$ cat src/rtl/bus_frame_tx_if.sv
// rtl/bus_frame_tx_if.sv - request/grant and serial bus signals of bus_frame_tx
interface bus_frame_tx_if #(
    parameter int N_CH   = 16,
    parameter int DATA_W = 64,
    parameter int ADDR_W = 4
);
    localparam int ID_W = $clog2(N_CH);

    logic [N_CH-1:0]        req_valid;
    logic [N_CH*DATA_W-1:0] req_data;
    logic [N_CH*ADDR_W-1:0] req_addr;
    logic [N_CH*2-1:0]      req_mod;
    logic [N_CH-1:0]        req_ready;
    logic                   bus_out;
    logic                   busy;
    logic [ID_W-1:0]        tx_ch;
    logic                   frame_done;
    logic                   err_drop;

    modport master (
        output req_valid, req_data, req_addr, req_mod,
        input  req_ready, bus_out, busy, tx_ch, frame_done, err_drop
    );

    modport slave (
        input  req_valid, req_data, req_addr, req_mod,
        output req_ready, bus_out, busy, tx_ch, frame_done, err_drop
    );
endinterface

$ cat src/rtl/bus_frame_tx.sv
// rtl/bus_frame_tx.sv - round-robin N-channel serial frame transmitter with CRC-4
module bus_frame_tx #(
    parameter int N_CH     = 16,
    parameter int DATA_W   = 64,
    parameter int ADDR_W   = 4,
    parameter int IDLE_GAP = 2
) (
    input  logic           clock,
    input  logic           reset,
    bus_frame_tx_if.slave  bus
);
    localparam int ID_W  = $clog2(N_CH);
    localparam int HDR_W = ID_W + ADDR_W + 2;
    localparam int CNT_W = $clog2(DATA_W + 1);

    typedef enum logic [2:0] {
        S_IDLE, S_START, S_HDR, S_PAY, S_CRC, S_STOP, S_GAP
    } state_t;

    state_t            state;
    logic [ID_W-1:0]   last_grant;
    logic [ID_W-1:0]   tx_ch_q;
    logic [HDR_W-1:0]  hdr_sh;
    logic [DATA_W-1:0] pay_sh;
    logic [1:0]        mod_q;
    logic [3:0]        crc;
    logic [CNT_W-1:0]  cnt;
    logic              bus_out_q;
    logic              frame_done_q;
    logic              err_drop_q;

    logic              found;
    logic              accept;
    logic [ID_W-1:0]   sel;
    logic [N_CH-1:0]   ready;
    logic [DATA_W-1:0] sel_data;
    logic [ADDR_W-1:0] sel_addr;
    logic [1:0]        sel_mod;
    int                idx;

    function automatic logic [3:0] crc_step(input logic [3:0] c, input logic b);
        logic fb;
        fb = c[3] ^ b;
        return {c[2:0], 1'b0} ^ (fb ? 4'b0011 : 4'b0000);
    endfunction

    function automatic logic [CNT_W-1:0] pay_len(input logic [1:0] m);
        case (m)
            2'd1:    return CNT_W'(DATA_W / 4);
            2'd2:    return CNT_W'(DATA_W / 2);
            2'd3:    return CNT_W'(DATA_W);
            default: return '0;
        endcase
    endfunction

    // Round-robin search: first valid channel after last_grant, wrapping.
    always_comb begin
        found = 1'b0;
        sel   = '0;
        idx   = 0;
        for (int i = 1; i <= N_CH; i++) begin
            idx = int'(last_grant) + i;
            if (idx >= N_CH) idx = idx - N_CH;
            if (!found && bus.req_valid[ID_W'(idx)]) begin
                found = 1'b1;
                sel   = ID_W'(idx);
            end
        end
    end

    assign accept = (state == S_IDLE) && found && !reset;

    // Grant vector and field mux for the selected channel.
    always_comb begin
        ready    = '0;
        sel_data = '0;
        sel_addr = '0;
        sel_mod  = '0;
        for (int i = 0; i < N_CH; i++) begin
            if (sel == ID_W'(i)) begin
                ready[i] = accept;
                sel_data = bus.req_data[i*DATA_W +: DATA_W];
                sel_addr = bus.req_addr[i*ADDR_W +: ADDR_W];
                sel_mod  = bus.req_mod[i*2 +: 2];
            end
        end
    end

    // Frame sequencer: bus_out carries the bit of the current state; CRC
    // folds in each id/addr/mod/payload bit as it is put on the line.
    always_ff @(posedge clock) begin
        if (reset) begin
            state        <= S_IDLE;
            last_grant   <= ID_W'(N_CH - 1);
            tx_ch_q      <= '0;
            hdr_sh       <= '0;
            pay_sh       <= '0;
            mod_q        <= '0;
            crc          <= '0;
            cnt          <= '0;
            bus_out_q    <= 1'b0;
            frame_done_q <= 1'b0;
            err_drop_q   <= 1'b0;
        end else begin
            frame_done_q <= 1'b0;
            err_drop_q   <= 1'b0;
            case (state)
                S_IDLE: begin
                    bus_out_q <= 1'b0;
                    if (accept) begin
                        last_grant <= sel;
                        tx_ch_q    <= sel;
                        if (sel_mod == 2'd0) begin
                            err_drop_q <= 1'b1;
                        end else begin
                            state     <= S_START;
                            bus_out_q <= 1'b1;
                            hdr_sh    <= {sel, sel_addr, sel_mod};
                            // Left-align the low L payload bits so the MSB shifts out first.
                            pay_sh    <= sel_data << (CNT_W'(DATA_W) - pay_len(sel_mod));
                            mod_q     <= sel_mod;
                            crc       <= '0;
                        end
                    end
                end
                S_START: begin
                    state     <= S_HDR;
                    bus_out_q <= hdr_sh[HDR_W-1];
                    crc       <= crc_step(crc, hdr_sh[HDR_W-1]);
                    hdr_sh    <= hdr_sh << 1;
                    cnt       <= CNT_W'(HDR_W - 1);
                end
                S_HDR: begin
                    if (cnt != '0) begin
                        bus_out_q <= hdr_sh[HDR_W-1];
                        crc       <= crc_step(crc, hdr_sh[HDR_W-1]);
                        hdr_sh    <= hdr_sh << 1;
                        cnt       <= cnt - 1'b1;
                    end else begin
                        state     <= S_PAY;
                        bus_out_q <= pay_sh[DATA_W-1];
                        crc       <= crc_step(crc, pay_sh[DATA_W-1]);
                        pay_sh    <= pay_sh << 1;
                        cnt       <= pay_len(mod_q) - 1'b1;
                    end
                end
                S_PAY: begin
                    if (cnt != '0) begin
                        bus_out_q <= pay_sh[DATA_W-1];
                        crc       <= crc_step(crc, pay_sh[DATA_W-1]);
                        pay_sh    <= pay_sh << 1;
                        cnt       <= cnt - 1'b1;
                    end else begin
                        state     <= S_CRC;
                        bus_out_q <= crc[3];
                        crc       <= {crc[2:0], 1'b0};
                        cnt       <= CNT_W'(3);
                    end
                end
                S_CRC: begin
                    if (cnt != '0) begin
                        bus_out_q <= crc[3];
                        crc       <= {crc[2:0], 1'b0};
                        cnt       <= cnt - 1'b1;
                    end else begin
                        state        <= S_STOP;
                        bus_out_q    <= 1'b0;
                        frame_done_q <= 1'b1;
                    end
                end
                S_STOP: begin
                    state     <= S_GAP;
                    bus_out_q <= 1'b0;
                    cnt       <= CNT_W'(IDLE_GAP - 1);
                end
                S_GAP: begin
                    bus_out_q <= 1'b0;
                    if (cnt != '0) cnt <= cnt - 1'b1;
                    else           state <= S_IDLE;
                end
                default: state <= S_IDLE;
            endcase
        end
    end

    assign bus.req_ready  = ready;
    assign bus.bus_out    = bus_out_q;
    assign bus.busy       = (state != S_IDLE);
    assign bus.tx_ch      = tx_ch_q;
    assign bus.frame_done = frame_done_q;
    assign bus.err_drop   = err_drop_q;
endmodule

$ cat src/flat_wrapper.sv
// flat-port wrapper written by rule: the top's interface ports become plain ports
module bus_frame_tx_flat 
#(
    parameter int N_CH     = 16,
    parameter int DATA_W   = 64,
    parameter int ADDR_W   = 4,
    parameter int IDLE_GAP = 2
)
  (clock, reset, bus_req_valid, bus_req_data, bus_req_addr, bus_req_mod, bus_req_ready, bus_bus_out, bus_busy, bus_tx_ch, bus_frame_done, bus_err_drop);
  bus_frame_tx_if #(.N_CH(N_CH), .DATA_W(DATA_W), .ADDR_W(ADDR_W)) bus_i ();
  input  logic clock;
  input  logic reset;
  input wire logic [$bits(bus_i.req_valid)-1:0] bus_req_valid;
  input wire logic [$bits(bus_i.req_data)-1:0] bus_req_data;
  input wire logic [$bits(bus_i.req_addr)-1:0] bus_req_addr;
  input wire logic [$bits(bus_i.req_mod)-1:0] bus_req_mod;
  output wire logic [$bits(bus_i.req_ready)-1:0] bus_req_ready;
  output wire logic [$bits(bus_i.bus_out)-1:0] bus_bus_out;
  output wire logic [$bits(bus_i.busy)-1:0] bus_busy;
  output wire logic [$bits(bus_i.tx_ch)-1:0] bus_tx_ch;
  output wire logic [$bits(bus_i.frame_done)-1:0] bus_frame_done;
  output wire logic [$bits(bus_i.err_drop)-1:0] bus_err_drop;
  assign bus_i.req_valid = bus_req_valid;
  assign bus_i.req_data = bus_req_data;
  assign bus_i.req_addr = bus_req_addr;
  assign bus_i.req_mod = bus_req_mod;
  assign bus_req_ready = bus_i.req_ready;
  assign bus_bus_out = bus_i.bus_out;
  assign bus_busy = bus_i.busy;
  assign bus_tx_ch = bus_i.tx_ch;
  assign bus_frame_done = bus_i.frame_done;
  assign bus_err_drop = bus_i.err_drop;
  bus_frame_tx #(.N_CH(N_CH), .DATA_W(DATA_W), .ADDR_W(ADDR_W), .IDLE_GAP(IDLE_GAP)) u_core (.clock(clock), .reset(reset), .bus(bus_i));
endmodule
$ cat config.mk
export PLATFORM = sky130hd
export DESIGN_NAME = bus_frame_tx_flat
export DESIGN_NICKNAME = d
export VERILOG_FILES = /design/src/rtl/bus_frame_tx_if.sv /design/src/rtl/bus_frame_tx.sv /design/src/flat_wrapper.sv
export SDC_FILE = /design/constraint.sdc
export NUM_CORES = 1
export LEC_CHECK = 0
export ABC_AREA = 0
export CAP_MARGIN = 40
export CORE_AREA = 4 4 447 449
export DETAILED_ROUTE_END_ITERATION = 10
export DIE_AREA = 0 0 451 453
export SYNTH_ARGS = -nofsm -noshare
export SYNTH_HDL_FRONTEND = slang
export SYNTH_SLANG_ARGS = --single-unit
$ cat constraint.sdc
create_clock -name clock -period 10.45 [get_ports clock]
set_input_delay 1.045 -clock clock [delete_from_list [all_inputs] [get_ports clock]]
set_output_delay 1.045 -clock clock [all_outputs]
set_load 0.01 [all_outputs]
======== Word level (Yosys, flattened, before mapping) ========
Index checks and enable logic that the tools add are counted.
cells by class
  add/sub/neg operators ................... 35
  $mul .................................... 0
  div/mod/pow operators ................... 0
  order comparisons ....................... 32
  equality and inequality tests ........... 37
  shift operators ......................... 1
  mux-type cells .......................... 205
  bitwise gates (word level) .............. 8
  reductions and logical operators ........ 54
operators with widths
  kind                                                                          count
  64-bit two-way mux                                                            20
  4-bit two-way mux                                                             53
  64-bit one-hot mux with 3 select lines                                        1
  4-bit by 6-bit less-than comparator with 1-bit output, second input constant  16
  5-bit greater-or-equal comparator, second input constant                      15
  1-bit two-way mux                                                             71
  7-bit two-way mux                                                             10
  1-bit binary-select mux with 4-bit select                                     16
  64-bit by 7-bit << shifter with 64-bit output                                 1
  4-bit by 1-bit subtractor with 4-bit output, second input constant            16
  7-bit one-hot mux with 3 select lines                                         2
  4-bit by 4-bit adder with 5-bit output, second input constant                 8
  2-bit two-way mux                                                             18
  7-bit one-hot mux with 5 select lines                                         1
  4-bit == test, second input constant                                          8
  10-bit two-way mux                                                            3
  10-bit one-hot mux with 3 select lines                                        1
  3-bit one-hot mux with 7 select lines                                         1
  4-bit by 3-bit adder with 5-bit output, second input constant                 4
  4-bit one-hot mux with 5 select lines                                         1
  3-bit two-way mux                                                             6
  1-bit logical AND                                                             17
  4-bit by 3-bit == test with 1-bit output, second input constant               4
  1-bit logical NOT                                                             16
  33 further kinds                                                              63
word-level totals
  register bits ........................... 101
  bits in latches ......................... 0
  memory bits (writable) .................. 0
  bits in read-only memories .............. 0
  input bits .............................. 1138
  output and inout bits ................... 24
  word-level logic and storage cells ...... 383
  memories kept ........................... 0

======== Depth between registers and ports, before layout ========
  depth in word-level cells ............... 80
  gate-level depth with buffers ........... 35
  mapped depth without buffers ............ 25

======== Worst setup path after synthesis ========
OpenSTA, ideal clock, no wires.
  path type ............................... register to register
  from .................................... register u_core.last_grant[1]
  to ...................................... register u_core.pay_sh[36]
  arrival time ............................ 7.548 ns
  slack ................................... 2.816 ns
  stages on the path, launching flop included .. 30
  path buffers ............................ 10
  clock period less this slack ............ 7.634 ns
  cells stage by stage .................... dfxtp_1 buf_1 inv_1 ha_1 buf_6 mux2_2 mux4_2 a222oi_1 and3_1 nand2_2 o32a_1 a21oi_1 buf_2 buf_2 buf_2 buf_1 o21ai_0 a21oi_1 nor2_1 a2bb2oi_2 ha_1 or3_1 clkbuf_1 a21o_1 a21oi_1 clkbuf_1 clkbuf_1 clkbuf_1 nor2_1 a211oi_1
on the way
  word-level cells in the longest chain between the ends .. 80
  elaborated cells on any way between the ends .. 241
  classes of those cells .................. 33 x add/sub; 16 x order compare; 20 x eq/ne; 1 x shift; 136 x mux; 35 x reduce/logical
RTL lines
  item                                                                                                     RTL line             source
  from (decl)                                                                                              bus_frame_tx.sv:21   logic [ID_W-1:0] last_grant;
  from (signal assigned)                                                                                   bus_frame_tx.sv:94   last_grant <= ID_W'(N_CH - 1);
  from (signal assigned)                                                                                   bus_frame_tx.sv:111  last_grant <= sel;
  4-bit by 1-bit adder with 5-bit output                                                                   bus_frame_tx.sv:62   idx = int'(last_grant) + i;
  4-bit by 1-bit subtractor with 4-bit output / 5-bit greater-or-equal comparator (equally long branches)  bus_frame_tx.sv:63   if (idx >= N_CH) idx = idx - N_CH;
  4-bit two-way mux                                                                                        bus_frame_tx.sv:63
  1-bit binary-select mux with 4-bit select                                                                bus_frame_tx.sv:64   if (!found && bus.req_valid[ID_W'(idx)]) begin
  1-bit two-way mux (implied by the code) (2 in series)                                                    bus_frame_tx.sv:64
  1-bit two-way mux                                                                                        bus_frame_tx.sv:64
  1-bit logical NOT                                                                                        bus_frame_tx.sv:64
  1-bit logical AND                                                                                        bus_frame_tx.sv:64
  (+63 left out)                                                                                           -
  7-bit two-way mux                                                                                        bus_frame_tx.sv:110  if (accept) begin
  7-bit two-way mux                                                                                        bus_frame_tx.sv:107  case (state)
  7-bit two-way mux                                                                                        bus_frame_tx.sv:92   if (reset) begin
  7-bit subtractor                                                                                         bus_frame_tx.sv:120  pay_sh <= sel_data << (CNT_W'(DATA_W) - pay_len(sel_mod));
  64-bit by 7-bit << shifter with 64-bit output                                                            bus_frame_tx.sv:120
  64-bit two-way mux                                                                                       bus_frame_tx.sv:113  if (sel_mod == 2'd0) begin
  64-bit two-way mux                                                                                       bus_frame_tx.sv:110
  64-bit one-hot mux with 3 select lines                                                                   bus_frame_tx.sv:107
  to (signal assigned)                                                                                     bus_frame_tx.sv:120
  to (signal assigned)                                                                                     bus_frame_tx.sv:143  pay_sh <= pay_sh << 1;
  to (signal assigned)                                                                                     bus_frame_tx.sv:151  pay_sh <= pay_sh << 1;
  to (decl)                                                                                                bus_frame_tx.sv:24   logic [DATA_W-1:0] pay_sh;
Parallel ways exist; a longest one is shown, timed or not. The select of a mux whose other input is x is not followed.
A chain may end at the register's enable or synchronous reset.

======== Worst setup path in the final report ========
  from .................................... register u_core.last_grant[1]
  to ...................................... register u_core.pay_sh[53]
Same word-level chain as after synthesis.

==> impl_results.md <==
- WS Path Type: reg -> reg
- Core Util, Final: 0.175
- GRT Total Usage: 0.283
- Cell with the most instances after synthesis: nand2_1
- CORE AREA: 0.196 sq mm
- Num rows: between 150 and 200
- Fill cell count: ~22000
- Vias in the first global route: slightly above 30000
- Final non-filler cell total: approximately 6500
- Crit path required time: 10.82 ns
- Mapped Nets: between 3000 and 4000
- Initial Util: 0.0894
- Cell accounting for the most synthesized area: dfxtp_1
- Yosys top cell area share: 0.115
- Critical path's largest stage delay: ~1.0 ns
- Async set-reset flop share out of synthesis: 0
- H-tree depth: 3
- Mapped Cells: 2595
- Worst-path fanout max: 14
- Crit path launch type: flip-flop
- Max-capacitance violation count: 0
- Clk Tree Root Cell: clkbuf_16
- Worst setup EP type: flip-flop
- Share of cells above drive strength 1: 0.117
- DRC: 0
- Tcrit/Tclk final: 0.885
- Clock sinks: 101
- Worst path slowest cell: a222oi_1
- Post-CTS sizing: 0
- Half-perimeter wire length after placement: approximately 260000 um
- CTS tree: built
- Rel. slew slack: 0.245
- First-pass GRT wire length: about 370000 um
- #FFs+latches synth: approximately 100
- Layout Area Growth over Synthesis: 95.9%
- Die width: 451 um
- Top post-synthesis cells by area: dfxtp_1 (12%), a21oi_1 (7.1%), nand2_1 (6.9%)
- Number of flops mapped to enable cells by yosys: 0
- Wire per inst: between 40 and 50 um
- DR vias: roughly 32000
- # setup viols final: 0
- Post-Route Setup TNS: 0 ns
- Routed Antenna Nets: 0
- Highest Clock Rate: 108 MHz
- Status: completed
- Vias per inst: between 4 and 5
- Drt pass-1 iters: 9
- Final #Nets: between 4000 and 5000
- Port buffer count: 1161
- Reg clk slew, reported paths: roughly 0.10 ns
- DRT Wirelength: 305000 um
- Synth warn: 0
- Fin. max-slew vios: 0
- Sequential share of the synthesized area: 0.115
- Initial antenna violation count: between 200 and 250
- Hold_buf cts: 0
- Critical path data arrival time: 9.61 ns
- IO Count: approximately 1200
- Clk_lat worst skew: roughly 0.44 ns
- Mapped Avg Cell Area: a little under 7 sq um
- Top FF cell, synth: dfxtp_1
- Total global routing overflow: 0
- Netlist cell types: 99
- Drt first-iter violations: roughly 4700
- Post-CTS Setup Bufs: 0
- WHS: ~0.47 ns
- Die height: between 400 and 500 um
- Largest net degree at the start of global routing: 74
- Area of the die: roughly 0.20 sq mm
- Slew @ Worst Pin: around 1.1 ns
- Final count of hold timing violations: 0
- Most frequent cells after synthesis: nand2_1 (321), nor2_1 (290), a21oi_1 (248)
- Fin crit period: slightly above 9 ns
- TritonCTS buffer count: 9
- Mapped cell area: approximately 0.018 sq mm
- Clock Skews: ~0.034 ns
- Placed cells: around 6400
- CTS Buffer Depth: 2
- Hold Crit Class: reg -> reg
- RSZ-0062 raised after global routing: false
- Routability cong.: between 0.9 and 1
-- logic make-up (layout without fill, tap and decap cells) --
group / after synthesis / after routing / share of synthesized area
AO/OA/AOI/OAI: 1127 / 1127 / 0.452
XOR/XNOR: 17 / 17 / 0.00891
adder cells (fa/ha/maj): 15 / 15 / 0.0107
buffers and inverters: 274 / 1449 / 0.0710
flip-flops: 101 / 101 / 0.115
multiplexers: 144 / 144 / 0.109
other: 0 / 101 / 0
AND/OR/NAND/NOR: 917 / 917 / 0.234
-- metrics by stage --
step	worst slack, ns	cell area, sq um
2_1_floorplan	2.82	17500
3_3_place_gp	0.934	33300
3_5_place_dp	1.24	33800
4_1_cts	1.40	34100
5_1_grt	0.984	34200
6_report	1.20	34400
-- cell usage in the layout, fill, tap and decap left out, types with 16 or more instances in the layout --
cell	n
buf_4	210
o21ai_0	164
a22oi_1	86
clkdlybuf4s50_1	1160
and3_1	25
nor3_1	69
mux2_2	35
a222oi_1	34
nand3_1	89
o221ai_1	29
mux2i_1	73
or3_1	16
o211ai_1	29
nand4_1	18
a221o_1	26
a31oi_1	32
a21oi_1	244
a211oi_1	47
nor2_1	281
o22ai_1	80
dfxtp_1	101
nand2b_1	17
mux4_2	33
a221oi_1	78
a22o_1	33
diode_2	101
inv_1	24
nand2_1	311
-- layer usage --
metal / part of all wire / track usage / up-vias
met5: 0.0024 / 0 / -
met4: 0.069 / 0.166 / 114
met3: 0.10 / 0.0968 / 658
met2: 0.44 / 0.443 / 2687
met1: 0.39 / 0.336 / 16100
li1: - / - / 12700
-- path summary, 6_finish.rpt --
kind | start | end | slack [ns] | depth (start not counted)
max | u_core.last_grant[1]$_SDFFE_PP1P_ | u_core.pay_sh[53]$_SDFFE_PP0P_ | 1.20 | 25
min | u_core.crc[2]$_SDFFE_PP0P_ | u_core.crc[2]$_SDFFE_PP0P_ | 0.47 | 2
max reg2reg | u_core.last_grant[1]$_SDFFE_PP1P_ | u_core.pay_sh[53]$_SDFFE_PP0P_ | 1.20 | 25
min reg2reg | u_core.crc[2]$_SDFFE_PP0P_ | u_core.crc[2]$_SDFFE_PP0P_ | 0.47 | 2
-- cell type report --
type	count	area (sq um)	share of cell area
Tap cell	2640	3300	0.0961
Clock buffer	9	225	0.00655
Multi-Input combinational cell	2220	14700	0.429
Sequential cell	101	2020	0.0588
Inverter	28	105	0.00306
Clock inverter	7	91.3	0.00266
Antenna cell	101	253	0.00735
Timing Repair Buffer	1405	13600	0.397
-- state kept, by name (all words and copies together) (netlist names) --
name and cells:
u_core.mod_q 2, u_core.pay_sh 64, u_core.hdr_sh 10, u_core.state 3
u_core.last_grant 4, u_core.bus.bus_out 1, u_core.bus.err_drop 1, u_core.bus.tx_ch 4
u_core.bus.frame_done 1, u_core.crc 4, u_core.cnt 7
-- worst max-delay path: cells and delay by family (launching register included) --
kind                       cells  cell delay (ns)
AOI/OAI and AO/OA             12             4.21
and+or+nand+nor                6             2.12
adders and majority gates      2             1.06
buffers and inverters          3             0.87
muxes                          2             0.55
DFF                            1             0.34
Power is left out: the tool's default activity adds up to more than one toggle a clock period on the data nets, which glitch-free logic cannot reach.
